<file path="src/rtl/updown_counter_param.sv">
// Parametrised synchronous up/down counter with selectable modulus, wrap or
// saturate behaviour at the range ends, parallel load with clamping, a
// combinational terminal-count strobe for cascading, and sticky
// overflow/underflow flags.
module updown_counter_param #(
  parameter int WIDTH    = 4,
  parameter int MOD_MAX  = 15,
  parameter int SATURATE = 0
) (
  input  logic             clk,
  input  logic             rst,
  input  logic             en,
  input  logic             up,
  input  logic             load,
  input  logic [WIDTH-1:0] load_val,
  input  logic             clr_flags,
  output logic [WIDTH-1:0] q,
  output logic             tc,
  output logic             ovf,
  output logic             unf
);

  localparam logic [WIDTH-1:0] MAX_V  = WIDTH'(MOD_MAX);
  localparam logic [WIDTH-1:0] ZERO_V = '0;
  localparam logic [WIDTH-1:0] ONE_V  = WIDTH'(1);

  logic [WIDTH-1:0] cnt_q, cnt_d;
  logic             ovf_q, ovf_d;
  logic             unf_q, unf_d;
  logic             at_max, at_zero;
  logic             step_ovf, step_unf;

  // Loaded values above the top of the range are pulled down to MOD_MAX so
  // the count never leaves 0..MOD_MAX.
  function automatic logic [WIDTH-1:0] clamp_load(input logic [WIDTH-1:0] v);
    return (v > MAX_V) ? MAX_V : v;
  endfunction

  // Increment with wrap to zero or hold at MOD_MAX at the top of the range.
  function automatic logic [WIDTH-1:0] step_up(input logic [WIDTH-1:0] v);
    if (v == MAX_V) return (SATURATE != 0) ? MAX_V : ZERO_V;
    return v + ONE_V;
  endfunction

  // Decrement with wrap to MOD_MAX or hold at zero at the bottom of the range.
  function automatic logic [WIDTH-1:0] step_dn(input logic [WIDTH-1:0] v);
    if (v == ZERO_V) return (SATURATE != 0) ? ZERO_V : MAX_V;
    return v - ONE_V;
  endfunction

  assign at_max  = (cnt_q == MAX_V);
  assign at_zero = (cnt_q == ZERO_V);

  // A boundary step happens only when counting is enabled and not overridden
  // by a load; these same terms form the cascade strobe.
  assign step_ovf = en & ~load &  up & at_max;
  assign step_unf = en & ~load & ~up & at_zero;
  assign tc       = step_ovf | step_unf;

  assign q   = cnt_q;
  assign ovf = ovf_q;
  assign unf = unf_q;

  // Next count and flag values: load beats counting, a new boundary event
  // beats a flag clear in the same cycle.
  always_comb begin
    cnt_d = cnt_q;
    ovf_d = ovf_q & ~clr_flags;
    unf_d = unf_q & ~clr_flags;
    if (load) begin
      cnt_d = clamp_load(load_val);
    end else if (en) begin
      cnt_d = up ? step_up(cnt_q) : step_dn(cnt_q);
    end
    if (step_ovf) ovf_d = 1'b1;
    if (step_unf) unf_d = 1'b1;
  end

  // State registers; synchronous reset overrides load and count.
  always_ff @(posedge clk) begin
    if (rst) begin
      cnt_q <= '0;
      ovf_q <= 1'b0;
      unf_q <= 1'b0;
    end else begin
      cnt_q <= cnt_d;
      ovf_q <= ovf_d;
      unf_q <= unf_d;
    end
  end

endmodule

</file>
<file path="config.mk">
export PLATFORM = sky130hd
export DESIGN_NAME = updown_counter_param
export DESIGN_NICKNAME = d
export VERILOG_FILES = /design/src/rtl/updown_counter_param.sv
export SDC_FILE = /design/constraint.sdc
export NUM_CORES = 1
export LEC_CHECK = 0
export ABC_AREA = 0
export ABC_CLOCK_PERIOD_IN_PS = 3150
export BUFFER_PORTS_ARGS = -buffer_cell sky130_fd_sc_hd__buf_2
export CORE_AREA = 2 2 39 41
export DETAILED_ROUTE_END_ITERATION = 6
export DIE_AREA = 0 0 41 43
export GPL_TIMING_DRIVEN = 0
export PLACE_DENSITY_LB_ADDON = 0.12
export SYNTH_ARGS = -nofsm -noshare
export SYNTH_HDL_FRONTEND = slang
export SYNTH_SLANG_ARGS = --single-unit
</file>
<file path="constraint.sdc">
create_clock -name clk -period 3.15 [get_ports clk]
set_input_delay 0.63 -clock clk [delete_from_list [all_inputs] [get_ports clk]]
set_output_delay 0.63 -clock clk [all_outputs]
set_load 0.05 [all_outputs]
</file>
---- Word-level counts from Yosys, hierarchy flattened ----
Index checks and enable logic that the tools add are counted.
storage, ports and cells
  flip-flop bits (word level) ............. 6
  latch bits .............................. 0
  RAM bits ................................ 0
  memory bits (read-only) ................. 0
  bits of input ports ..................... 10
  output and inout port bits .............. 7
  word-level logic and storage cells ...... 36
  memories ................................ 0
operators by class
  add/sub/neg operators ................... 2
  multipliers ............................. 0
  div/mod/pow operators ................... 0
  order comparisons ....................... 1
  eq/ne operators ......................... 1
  shifts and indexed selects .............. 0
  mux-type cells .......................... 16
  bitwise operators ....................... 11
  reductions and logical operators ........ 2
operator list
  kind                   number
  $mux W4                8
  $mux W1                8
  $and A1 B1 Y1          7
  $add A4 B1 Y4 const B  1
  $eq A4 B4 Y1 const B   1
  $gt A4 B4 Y1 const B   1
  $logic_not A4 Y1       1
  $sub A4 B1 Y4 const B  1
  $not A1 Y1             3
  $reduce_bool A2 Y1     1
  $or A1 B1 Y1           1

---- Logic depth before layout (Yosys ltp) ----
Gate-level depths: netlist of the first run.
  depth in word-level cells ............... 8
  depth in mapped cells ................... 6
  gate-level depth less buffers ........... 6

---- Worst setup path before layout of the first run ----
No wires, ideal clock.
  kind .................................... reg-to-output
  start point ............................. register cnt_q[0], in the netlist q[0]
  end point ............................... output port tc
  arrival ................................. 1.571 ns
  data required time ...................... 2.520 ns
  setup slack ............................. 0.949 ns
  cell stages (with the launch flop) ...... 5
  buffers on the path ..................... 0
  cell sequence ........................... dfxtp_1 > ha_1 > and2_1 > nand4_1 > nand2_1
between the ends
  longest elaborated chain between the ends .. 3
  elaborated cells between the ends (all ways) .. 5
  those cells by class .................... eq/ne: 1; bitwise: 3; reduce/logical: 1
RTL lines
  element                                                  RTL line  text
  start: declaration                                       27        logic [WIDTH-1:0] cnt_q, cnt_d;
  start signal: assignment                                 86        cnt_q <= cnt_d;
  $eq A4 B4 Y1 / $logic_not A4 Y1 (equally long branches)  51, 52
  $and A1 B1 Y1 (on tied branches)                         56, 57
  $or A1 B1 Y1 *                                           58        assign tc = step_ovf | step_unf;
  end: declaration                                         18        output logic tc,
Mark *: on every way between the ends. The rest lies on a longest branch, timed or not.

---- Final worst setup path of the first run ----
Ends and elaborated chain as after synthesis.

==> summary.log, run 1 <==
[status] status finished, final reports clean
[drt] per-cell routed wire length 10.2 um
[global_route] met3 capacity usage during global routing 7.85%
[place] PortBufs 15
[sta] post-route worst hold slack 0.469 ns
[clocking] register clock-pin slew on the reported worst setup and hold paths 0.04 ns
[sta] total negative setup slack 0 ns
[place] final weighted congestion in routability-driven placement 0.753
[yosys] flip-flop and latch count after synthesis 6
[finish] Final #Nets 82
[setup_path] cell chain of the critical path inv_1 -> ha_1 -> nor2b_1 -> nand3_1 -> nand2_1 -> buf_2
[global_route] maximum number of pins on one net before global-route repair 11
[global_route] most crowded layer after global routing met2
[clocking] clock tree from TritonCTS done
[yosys] net count after synthesis 62
[place] cell count after placement 81
[yosys] Netlist Area Pre-Place 390 sq um
[setup_path] worst reg2reg endpoint q[2]
[yosys] Cell variety after synth 21
[setup_path] WS Path Type flop to output pin
[pwr] maximum ir drop on the vdd rail 0.246 mV
[sta] part of the cycle the worst path needs 68.1%
[clocking] post-CTS setup-driven buffer insertion count 0
[setup_path] slowest cell on the critical path dfxtp_1
[global_route] number of antenna violations at the first check in global routing 0
[sta] Final Critical Period 2.14 ns
[global_route] combined global-route utilization of all metal layers 12.4%
[setup_path] startpoint of the lowest-slack register-to-register path q[0]
[drt] sum of routed wire length over all layers 859 um
[floorplanning] starting density of the core 28.2%
[finish] final std cells w/o fill 84
[sta] slew at the pin with the worst max-slew slack 0.384 ns
[clocking] clock buffer depth 2
[place] Placement Cell Area 485 sq um
[setup_path] required time of the critical path 2.52 ns
[clocking] Clock Sink Count 6
[global_route] via count of the first global-routing pass 350
[floorplanning] boundary pin count 17
[clocking] number of buffers added by the clock tree synthesis step 3
[setup_path] maximum fanout along the worst path 6
[setup_path] CP peak stage delay 0.36 ns
[sta] maximum achievable frequency 466 MHz
[clocking] maximum level of the CTS H-tree 1
[pwr] power density of the placed cells 431 nW/um^2
[job] Max-cap violations 0
[hold_path] type of the worst min-delay path flop to flop
[setup_path] Worst setup SP type flop
[clocking] clock latency on the worst-skew pair 0.24 ns
[drt] Post-DRT Antenna Nets 0
[drt] DR iter-0 viols 6
[floorplanning] Horiz. Die Dim 41 um
[drt] detailed-routing iteration count for the pre-antenna-repair pass 3
[setup_path] flop-to-flop setup slack 1.70 ns
[floorplanning] full die area 1760 sq um
[global_route] remaining global-route overflow 0
[global_route] global-route wire length before repair 1440 um
[hold_path] hold-critical path endpoint unf
[global_route] met1 GRT Util 16.4%
[clocking] post-cts resize count 0
[finish] Finished Cell Area 508 sq um
[sta] RSZ-0062 raised after global routing no
[sta] final clock skew 0.00107 ns
[clocking] number of hold buffers added after CTS 0
[finish] post-synthesis to final-layout area growth 30.1%
[yosys] instance count of the mapped netlist 50
[floorplanning] core footprint 1380 sq um
[yosys] number of warnings issued by yosys 0
[finish] # diodes 0
[yosys] per-instance average area after synthesis 7.81 sq um
[sta] max-slew violation total from the final report 0
[place] HPWL after detailed placement 666 um
[drt] via density per instance 4.77
[yosys] sequential area share after synthesis 30.8%
[sta] hold violation count in the final report 0
[pwr] Leak Pwr 0.229 nW
[hold_path] HP Start unf
[setup_path] depth of the most critical reg-to-reg path 6
[floorplanning] Die Span Y 43 um
[sta] max-slew headroom at the worst pin 74.4%
[clocking] root buf cell clkbuf_4
[setup_path] data arrival time of the critical path 1.51 ns
[hold_path] number of cells on the worst hold path 2
[finish] fraction of layout cells with a size suffix above 1 27.9%
[global_route] M2 GR Usage 17.2%
[drt] residual DRC count 0
[sta] Setup-failing EPs final 0
[setup_path] type of destination of the critical path output pin
[floorplanning] cell row count 14
[drt] total number of vias 401
[sequential cells by signal, summed over array words and instances (netlist names)]
name	flops
ovf	1
unf	1
q	4
[metal layers]
layer  vias to the layer above  share of wire (%)
li1                        209                  -
met1                       179                 46
met2                        13                 46
met3                         0                7.5
met4                         0                  0
met5                         -                  0
[kinds of logic (layout without fill, tap and decap cells)]
family                     Yosys count  in the layout  share of synthesized area (%)
xor gates and xnor gates             3              3                           6.73
adders and majority gates            2              2                           6.41
buffers and inverters                5             23                           4.81
and+or+nand+nor                     19             19                           26.6
muxes                                1              1                           2.56
AOI/OAI and AO/OA                   14             14                           22.1
DFF                                  6              6                           30.8
[critical path: cells and delay by family, from the launching register on]
kind / cells / cell delay, ns
adder cells (fa/ha/maj): 1 / 0.16
buffers and inverters: 2 / 0.36
flip-flops: 1 / 0.36
AND/OR/NAND/NOR: 3 / 0.38
[through the flow]
step	setup WS (ns)	util, %	total power, mW
6_report	1.01	36.7	0.219
5_1_grt	0.820	36.7	0.236
4_1_cts	0.973	36.7	0.224
3_5_place_dp	1.03	35.1	0.151
3_3_place_gp	1.04	35.1	0.151
2_1_floorplan	0.949	-	0.133
[cell usage after synthesis (all sizes together)]
cell,number,area [sq um]
a21oi,6,30.0
dfxtp,6,120
inv,4,15.0
nand2b,4,25.0
nor2,4,15.0
o21ai,4,20.0
nor2b,3,18.8
xnor2,3,26.3
ha,2,25.0
nand2,2,7.51
nand4,2,12.5
a311o,1,10.0
a31oi,1,6.26
and2,1,6.26
clkbuf,1,3.75
mux2i,1,10.0
nand3,1,5.00
nor3b,1,7.51
o21a,1,7.51
o22ai,1,12.5
or3,1,6.26
[placed cells by master, fill, tap and decap left out, types with 2 or more instances in the layout]
master / instances
nor2b_1: 3
nand2_1: 2
nand2b_1: 4
nor2_1: 4
o21ai_0: 4
clkbuf_4: 3
nand4_1: 2
xnor2_1: 3
dfxtp_1: 6
buf_2: 15
a21oi_1: 6
inv_1: 4
ha_1: 2
[power breakdown]
part / switching (mW) / leakage [nW] / internal (mW) / total (mW)
Clock: 0.0266 / 0.0138 / 0.0430 / 0.0696
Combinational: 0.0379 / 0.166 / 0.0233 / 0.0612
Sequential: 0.00712 / 0.0494 / 0.0809 / 0.0880
Total: 0.0716 / 0.229 / 0.147 / 0.219
[how the worst max path moves through the flow]
stage                     to  from  cells past startpoint
final                     tc  q[0]                      6
after global placement    tc  load                      5
after global routing      tc  q[0]                      6
after detailed placement  tc  load                      5
after floorplan           tc  q[0]                      4
after CTS                 tc  q[0]                      6
[final cells by class]
| class | instances | area, sq um |
|---|---|---|
| Tap cell | 16 | 20.0 |
| Inverter | 4 | 15.0 |
| Clock buffer | 3 | 22.5 |
| Timing Repair Buffer | 15 | 75.1 |
| Sequential cell | 6 | 120 |
| Multi-Input combinational cell | 39 | 251 |
| Buffer | 1 | 3.75 |
| Fill cell | 153 | 876 |
Power figures use the tool's default switching activity.
==> run 2, diff against run 1 <==
--- a/config.mk
+++ b/config.mk
@@ -5,8 +5,8 @@
 export SDC_FILE = /design/constraint.sdc
 export NUM_CORES = 1
 export LEC_CHECK = 0
-export ABC_AREA = 0
-export ABC_CLOCK_PERIOD_IN_PS = 3150
+export ABC_AREA = 1
+export ABC_CLOCK_PERIOD_IN_PS = 1800
 export BUFFER_PORTS_ARGS = -buffer_cell sky130_fd_sc_hd__buf_2
 export CORE_AREA = 2 2 39 41
 export DETAILED_ROUTE_END_ITERATION = 6
==> constraint.sdc (replaced) <==
create_clock -name clk -period 1.8 [get_ports clk]
set_input_delay 0.36 -clock clk [delete_from_list [all_inputs] [get_ports clk]]
set_output_delay 0.36 -clock clk [all_outputs]
set_load 0.05 [all_outputs]
==> summary.log, run 2 <==
[clocking] root buf cell clkbuf_4
[yosys] instance count of the mapped netlist 57 [+14%]
[yosys] Cell variety after synth 17 [-19%]
[drt] detailed-routing iteration count for the pre-antenna-repair pass 4 [+1]
[setup_path] Worst setup SP type flop
[setup_path] slowest cell on the critical path dfxtp_4
[floorplanning] cell row count 14 [unchanged]
[finish] top library cells by usage in the layout, fill and taps aside 16 x buf_2, 13 x nand2_1, 6 x nand3_1
[sta] max-slew headroom at the worst pin 78.8% [+4.3 points]
[pwr] power density of the placed cells 689 nW/um^2 [+60%]
[place] PortBufs 16 [+1]
[drt] wire length on met3 75 um [+17%]
[finish] number of flip-flops under the largest register name 4 [unchanged]
[yosys] asr flop ratio synth 0% [unchanged]
[drt] Routed met2 length 460 um [+15%]
[floorplanning] boundary pin count 17 [unchanged]
[drt] total number of vias 444 [+11%]
[setup_path] cell chain of the critical path ha_4 -> nand2_2 -> nor4_4 -> inv_2 -> nand2_2 -> buf_8
[floorplanning] full die area 1760 sq um [unchanged]
[yosys] number of enable-type register cells in the synthesized netlist 0 [unchanged]
[clocking] number of hold buffers added after CTS 0 [unchanged]
[yosys] leading area contributor after synthesis dfxtp_1
[yosys] area share of the largest cell type after synthesis 30.7% [-0.098 points]
[yosys] commonest cells in the synthesized netlist 14 x nand2_1, 6 x dfxtp_1, 6 x inv_1, 6 x nand3_1, 5 x a21oi_1
[setup_path] required time of the critical path 1.44 ns [-1.08 ns]
[global_route] number of antenna violations at the first check in global routing 0 [unchanged]
[setup_path] most numerous cell on the critical path nand2_2
[setup_path] family with the most delay on the worst path flip-flops
[finish] Final #Nets 91 [+11%]
[drt] sum of routed wire length over all layers 960 um [+12%]
[finish] Filler cells 158 [+3.3%]
[drt] per-cell routed wire length 10.3 um [+0.94%]
[global_route] maximum number of pins on one net before global-route repair 8 [-3]
[clocking] maximum level of the CTS H-tree 1 [unchanged]
[drt] via density per instance 4.77 [about the same]
[global_route] remaining global-route overflow 0 [unchanged]
[clocking] clock tree from TritonCTS done
[setup_path] type of destination of the critical path output pin
[sta] hold violation count in the final report 0 [unchanged]
[clocking] register clock-pin slew on the reported worst setup and hold paths 0.04 ns [about the same]
[yosys] top cells by area in the synthesized netlist dfxtp_1 31%, nand2_1 13%, nand3_1 7.7%
[yosys] main flop type after synthesis dfxtp_1
[sta] part of the cycle the worst path needs 94.3%
[setup_path] CP peak stage delay 0.38 ns [+0.02 ns]
[clocking] number of buffers added by the clock tree synthesis step 3 [unchanged]
[drt] highest routing layer actually used met4
[global_route] combined global-route utilization of all metal layers 13.6% [+1.1 points]
[yosys] per-instance average area after synthesis 6.87 sq um [-12%]
[global_route] global-route wire length before repair 1540 um [+6.7%]
[place] HPWL after detailed placement 750 um [+13%]
[setup_path] WS Path Type flop to output pin
[sta] Setup-failing EPs final 0 [unchanged]
[finish] # diodes 0 [unchanged]
[sta] total negative setup slack 0 ns [unchanged]
[pwr] total power consumption of the routed design 0.391 mW [+79%]
[drt] residual DRC count 0 [unchanged]
[sta] final clock skew 0.000869 ns [-0.000200 ns]
[yosys] Netlist Area Pre-Place 392 sq um [+0.32%]
[clocking] Clock Sink Count 6 [unchanged]
[sta] slew at the pin with the worst max-slew slack 0.317 ns [-0.0661 ns]
[global_route] via count of the first global-routing pass 365 [+4.3%]
[clocking] clock buffer depth 2 [unchanged]
[floorplanning] Horiz. Die Dim 41 um [unchanged]
[sta] Final Critical Period 1.70 ns
[job] Max-cap violations 0 [unchanged]
[yosys] sequential area share after synthesis 30.7% [-0.098 points]
[finish] fraction of layout cells with a size suffix above 1 46.8% [+19 points]
[drt] Post-DRT Antenna Nets 0 [unchanged]
[floorplanning] Die Span Y 43 um [unchanged]
[clocking] clock latency on the worst-skew pair 0.24 ns [about the same]
[pwr] Leak Pwr 0.277 nW [+21%]
[hold_path] type of the worst min-delay path primary input to flop
[yosys] flip-flop and latch count after synthesis 6 [unchanged]
[finish] post-synthesis to final-layout area growth 45.0%
[setup_path] Bufs and invs on worst path 2 [unchanged]
[finish] total area of multi-input combinational cells 259 sq um [+3.0%]
[sta] max-slew violation total from the final report 0 [unchanged]
[pwr] maximum ir drop on the vdd rail 0.342 mV [+39%]
[setup_path] data arrival time of the critical path 1.34 ns [-0.17 ns]
[finish] most common library cell in the layout ignoring fill and taps buf_2
[yosys] most numerous cell in the Yosys netlist nand2_1
[floorplanning] starting density of the core 28.3% [+0.090 points]
[sta] RSZ-0062 raised after global routing no
[yosys] net count after synthesis 69 [+11%]
[yosys] number of warnings issued by yosys 0 [unchanged]
[drt] Post-Route M1 WL 416 um [+5.1%]
[place] final weighted congestion in routability-driven placement 0.805 [+7.0%]
[setup_path] maximum fanout along the worst path 6 [unchanged]
[status] status finished, final reports clean
[sta] maximum achievable frequency 589 MHz
[finish] Register Area 130 sq um [+8.3%]
[drt] DR iter-0 viols 13 [+7]
[floorplanning] core footprint 1380 sq um [unchanged]
run 2: cell count changes in the layout (fill, tap and decap cells not counted), sizes merged, moves of 3 or more:
cell,delta
buf,+3
inv,+5
a22oi,+3
o21ai,-4
nand3,+5
nand2b,-4
nor2b,-3
nand2,+13
run 2: cell families (layout without fill, tap and decap cells):
logic type	Yosys count	count (layout)	synth area share, %
AO/OA/AOI/OAI	10	10	16.6
XOR/XNOR	2	2	4.47
adder cells (fa/ha/maj)	2	2	6.39
buffers and inverters	10	30	9.90
flip-flops	6	6	30.7
AND/OR/NAND/NOR	27	27	31.9
run 2: worst register-to-register path, cell delays in order (launching register included):
cell     delay (ns)
dfxtp_4        0.36
inv_2          0.08
ha_2           0.19
nand2_1        0.05
nand2_1        0.06
xor2_1         0.14
nand2_1        0.06
a21oi_1        0.12
run 2: worst paths after layout:
kind | slack (ns) | start | end | cells after the start
max | 0.10 | q[0] | tc | 6
min | 0.36 | rst | ovf | 2
max reg2reg | 0.66 | q[0] | q[2] | 7
min reg2reg | 0.48 | ovf | ovf | 2
run 2: per-stage QoR:
step | worst slack (ns) | hold WS (ns) | cells | cell area [sq um] | utilization, %
global placement | 0.166 | 0.453 | 89 | 499 | 36.1
global route | 0.0163 | 0.358 | 93 | 568 | 41.0
floorplan | 0.114 | 0.422 | 57 | 399 | -
CTS | 0.0190 | 0.352 | 92 | 533 | 38.5
detailed placement | 0.173 | 0.463 | 89 | 499 | 36.1
finish | 0.102 | 0.356 | 93 | 568 | 41.0
run 2: metal layers:
layer  vias to the layer above  track usage (%)
li1                        230                -
met1                       194             16.1
met2                        18             18.1
met3                         2             9.42
met4                         0             6.00
met5                         -                0
run 2: what timing repair did:
item                                    CTS  global route
resized for setup                         4             6
endpoints found under the setup margin    1             1
pin swaps                                 0             1
buffers inserted                          0             1
run 2: layout make-up:
type	count	area share, %
timing repair buffer	17	17.2
tap	16	3.52
inverter	9	5.95
sequential	6	22.9
multi-input combinational	41	45.6
buffer	1	0.881
clock buffer	3	3.96
run 2: report_power, final:
part	leakage (nW)	internal, mW	switching [mW]
combinational	0.212	0.0420	0.0740
clock	0.0138	0.0754	0.0479
sequential	0.0512	0.141	0.0107
==> run 3, diff against run 2 <==
--- a/config.mk
+++ b/config.mk
@@ -8,9 +8,11 @@
 export ABC_AREA = 1
 export ABC_CLOCK_PERIOD_IN_PS = 1800
 export BUFFER_PORTS_ARGS = -buffer_cell sky130_fd_sc_hd__buf_2
-export CORE_AREA = 2 2 39 41
+export CELL_PAD_IN_SITES_DETAIL_PLACEMENT = 1
+export CELL_PAD_IN_SITES_GLOBAL_PLACEMENT = 2
+export CORE_AREA = 2 2 49 51
 export DETAILED_ROUTE_END_ITERATION = 6
-export DIE_AREA = 0 0 41 43
+export DIE_AREA = 0 0 51 53
 export GPL_TIMING_DRIVEN = 0
 export PLACE_DENSITY_LB_ADDON = 0.12
 export SYNTH_ARGS = -nofsm -noshare
==> summary.log, run 3 (synthesis gave the netlist of run 2 again) <==
[status] status finished, final reports clean
[clocking] root buf cell clkbuf_4
[place] HPWL after detailed placement 968 um [+29%]
[clocking] register clock-pin slew on the reported worst setup and hold paths 0.04 ns [about the same]
[drt] sum of routed wire length over all layers 1160 um [+21%]
[setup_path] type of destination of the critical path output pin
[sta] hold violation count in the final report 0 [unchanged]
[drt] DR iter-0 viols 9 [-4]
[clocking] Clock Sink Count 6 [unchanged]
[sta] max-slew violation total from the final report 0 [unchanged]
[finish] number of flip-flops under the largest register name 4 [unchanged]
[finish] total area of multi-input combinational cells 259 sq um [unchanged]
[floorplanning] cell row count 17 [+3]
[global_route] global-route wire length before repair 1970 um [+28%]
[setup_path] required time of the critical path 1.44 ns [about the same]
[sta] part of the cycle the worst path needs 92.8% [-1.5 points]
[finish] top library cells by usage in the layout, fill and taps aside 16 x buf_2, 13 x nand2_1, 6 x nand3_1
[clocking] number of hold buffers added after CTS 0 [unchanged]
[drt] Post-DRT Antenna Nets 0 [unchanged]
[finish] Register Area 130 sq um [unchanged]
[setup_path] slowest cell on the critical path dfxtp_4
[clocking] clock buffer depth 2 [unchanged]
[sta] total negative setup slack 0 ns [unchanged]
[place] pre-CTS setup slack 0.115 ns [-0.0575 ns]
[place] final weighted congestion in routability-driven placement 0.670 [-17%]
[floorplanning] starting density of the core 18.2% [-10 points]
[sta] Final Critical Period 1.67 ns [-0.0271 ns]
[setup_path] cell chain of the critical path inv_2 -> ha_2 -> nand4_1 -> nand2_2 -> buf_8
[pwr] power density of the placed cells 672 nW/um^2 [-2.4%]
[sta] maximum achievable frequency 599 MHz [+1.6%]
[clocking] maximum level of the CTS H-tree 1 [unchanged]
[hold_path] type of the worst min-delay path primary input to flop
[floorplanning] boundary pin count 17 [unchanged]
[drt] via density per instance 4.21 [-12%]
[pwr] maximum ir drop on the vdd rail 0.371 mV [+8.2%]
[clocking] clock latency on the worst-skew pair 0.24 ns [about the same]
[drt] detailed-routing iteration count for the pre-antenna-repair pass 4 [unchanged]
[setup_path] Bufs and invs on worst path 2 [unchanged]
[setup_path] maximum fanout along the worst path 6 [unchanged]
[global_route] combined global-route utilization of all metal layers 10.4% [-3.2 points]
[clocking] clock tree from TritonCTS done
[place] PortBufs 16 [unchanged]
[finish] fraction of layout cells with a size suffix above 1 46.8% [unchanged]
[drt] per-cell routed wire length 11.1 um [+7.1%]
[drt] residual DRC count 0 [unchanged]
[setup_path] Worst setup SP type flop
[floorplanning] Horiz. Die Dim 51 um [+24%]
[sta] slew at the pin with the worst max-slew slack 0.279 ns [-0.0383 ns]
[floorplanning] core footprint 2150 sq um [+55%]
[finish] most common library cell in the layout ignoring fill and taps buf_2
[setup_path] WS Path Type flop to output pin
[sta] setup ws final 0.130 ns [+0.0271 ns]
[setup_path] CP peak stage delay 0.36 ns [-0.02 ns]
[setup_path] data arrival time of the critical path 1.31 ns [-0.03 ns]
[clocking] number of buffers added by the clock tree synthesis step 3 [unchanged]
[floorplanning] full die area 2700 sq um [+53%]
[global_route] number of antenna violations at the first check in global routing 0 [unchanged]
[finish] # diodes 0 [unchanged]
[floorplanning] Die Span Y 53 um [+23%]
[drt] total number of vias 442 [-0.45%]
[finish] Final Util 27.1% [-14 points]
[setup_path] family with the most delay on the worst path flip-flops
[sta] max-slew headroom at the worst pin 81.3% [+2.6 points]
[finish] Filler cells 282 [+78%]
[sta] RSZ-0062 raised after global routing no
[sta] final clock skew 0.00177 ns [+0.000902 ns]
[finish] Final #Nets 91 [unchanged]
[global_route] via count of the first global-routing pass 444 [+22%]
[global_route] maximum number of pins on one net before global-route repair 8 [unchanged]
[job] Max-cap violations 0 [unchanged]
[sta] Setup-failing EPs final 0 [unchanged]
[global_route] remaining global-route overflow 0 [unchanged]
[pwr] Leak Pwr 0.276 nW [-0.35%]
[finish] post-synthesis to final-layout area growth 48.9%
==> run 3: cell counts in the layout (fill, tap and decap cells not counted) <==
No cell type changed its count.
==> run 3: layout make-up <==
type / instances / area share [%]
multi-input combinational: 41 / 44.4
timing repair buffer: 17 / 16.7
clock buffer: 3 / 3.86
sequential: 6 / 22.3
inverter: 9 / 5.79
buffer: 1 / 0.858
tap: 28 / 6.01
==> run 3: worst paths after layout <==
| kind | start | depth (start not counted) | end | slack (ns) |
|---|---|---|---|---|
| hold / removal | rst | 2 | ovf | 0.36 |
| hold reg to reg | unf | 2 | unf | 0.46 |
| setup / recovery | q[0] | 5 | tc | 0.13 |
| setup reg to reg | q[0] | 7 | q[2] | 0.63 |
==> run 3: through the flow <==
step / total power [mW] / cell area, sq um / instances / hold WS (ns)
finish: 0.392 / 583 / 105 / 0.358
global route: 0.426 / 583 / 105 / 0.367
CTS: 0.396 / 563 / 104 / 0.357
detailed placement: 0.267 / 514 / 101 / 0.459
global placement: 0.268 / 514 / 101 / 0.452
floorplan: 0.231 / 399 / 57 / 0.422
==> run 3: routing by layer <==
metal | part of all wire [%] | vias to the layer above | GRT usage, %
met2 | 48 | 11 | 16.2
met4 | 0 | 0 | 1.35
met5 | 0 | - | 0
met1 | 46 | 202 | 12.5
met3 | 6.2 | 0 | 5.93
li1 | - | 229 | -
==> run 3: timing repair <==
action | 4_1_cts | 5_1_grt
gates cloned | 0 | 0
gates resized for setup | 7 | 3
buffers inserted | 0 | 1
endpoints found under the setup margin | 1 | 1
pin swaps | 1 | 1
==> run 3: power by group <==
| part | total [mW] | internal [mW] | switching [mW] |
|---|---|---|---|
| Clock | 0.123 | 0.0753 | 0.0472 |
| Sequential | 0.153 | 0.141 | 0.0115 |
| Combinational | 0.117 | 0.0412 | 0.0755 |
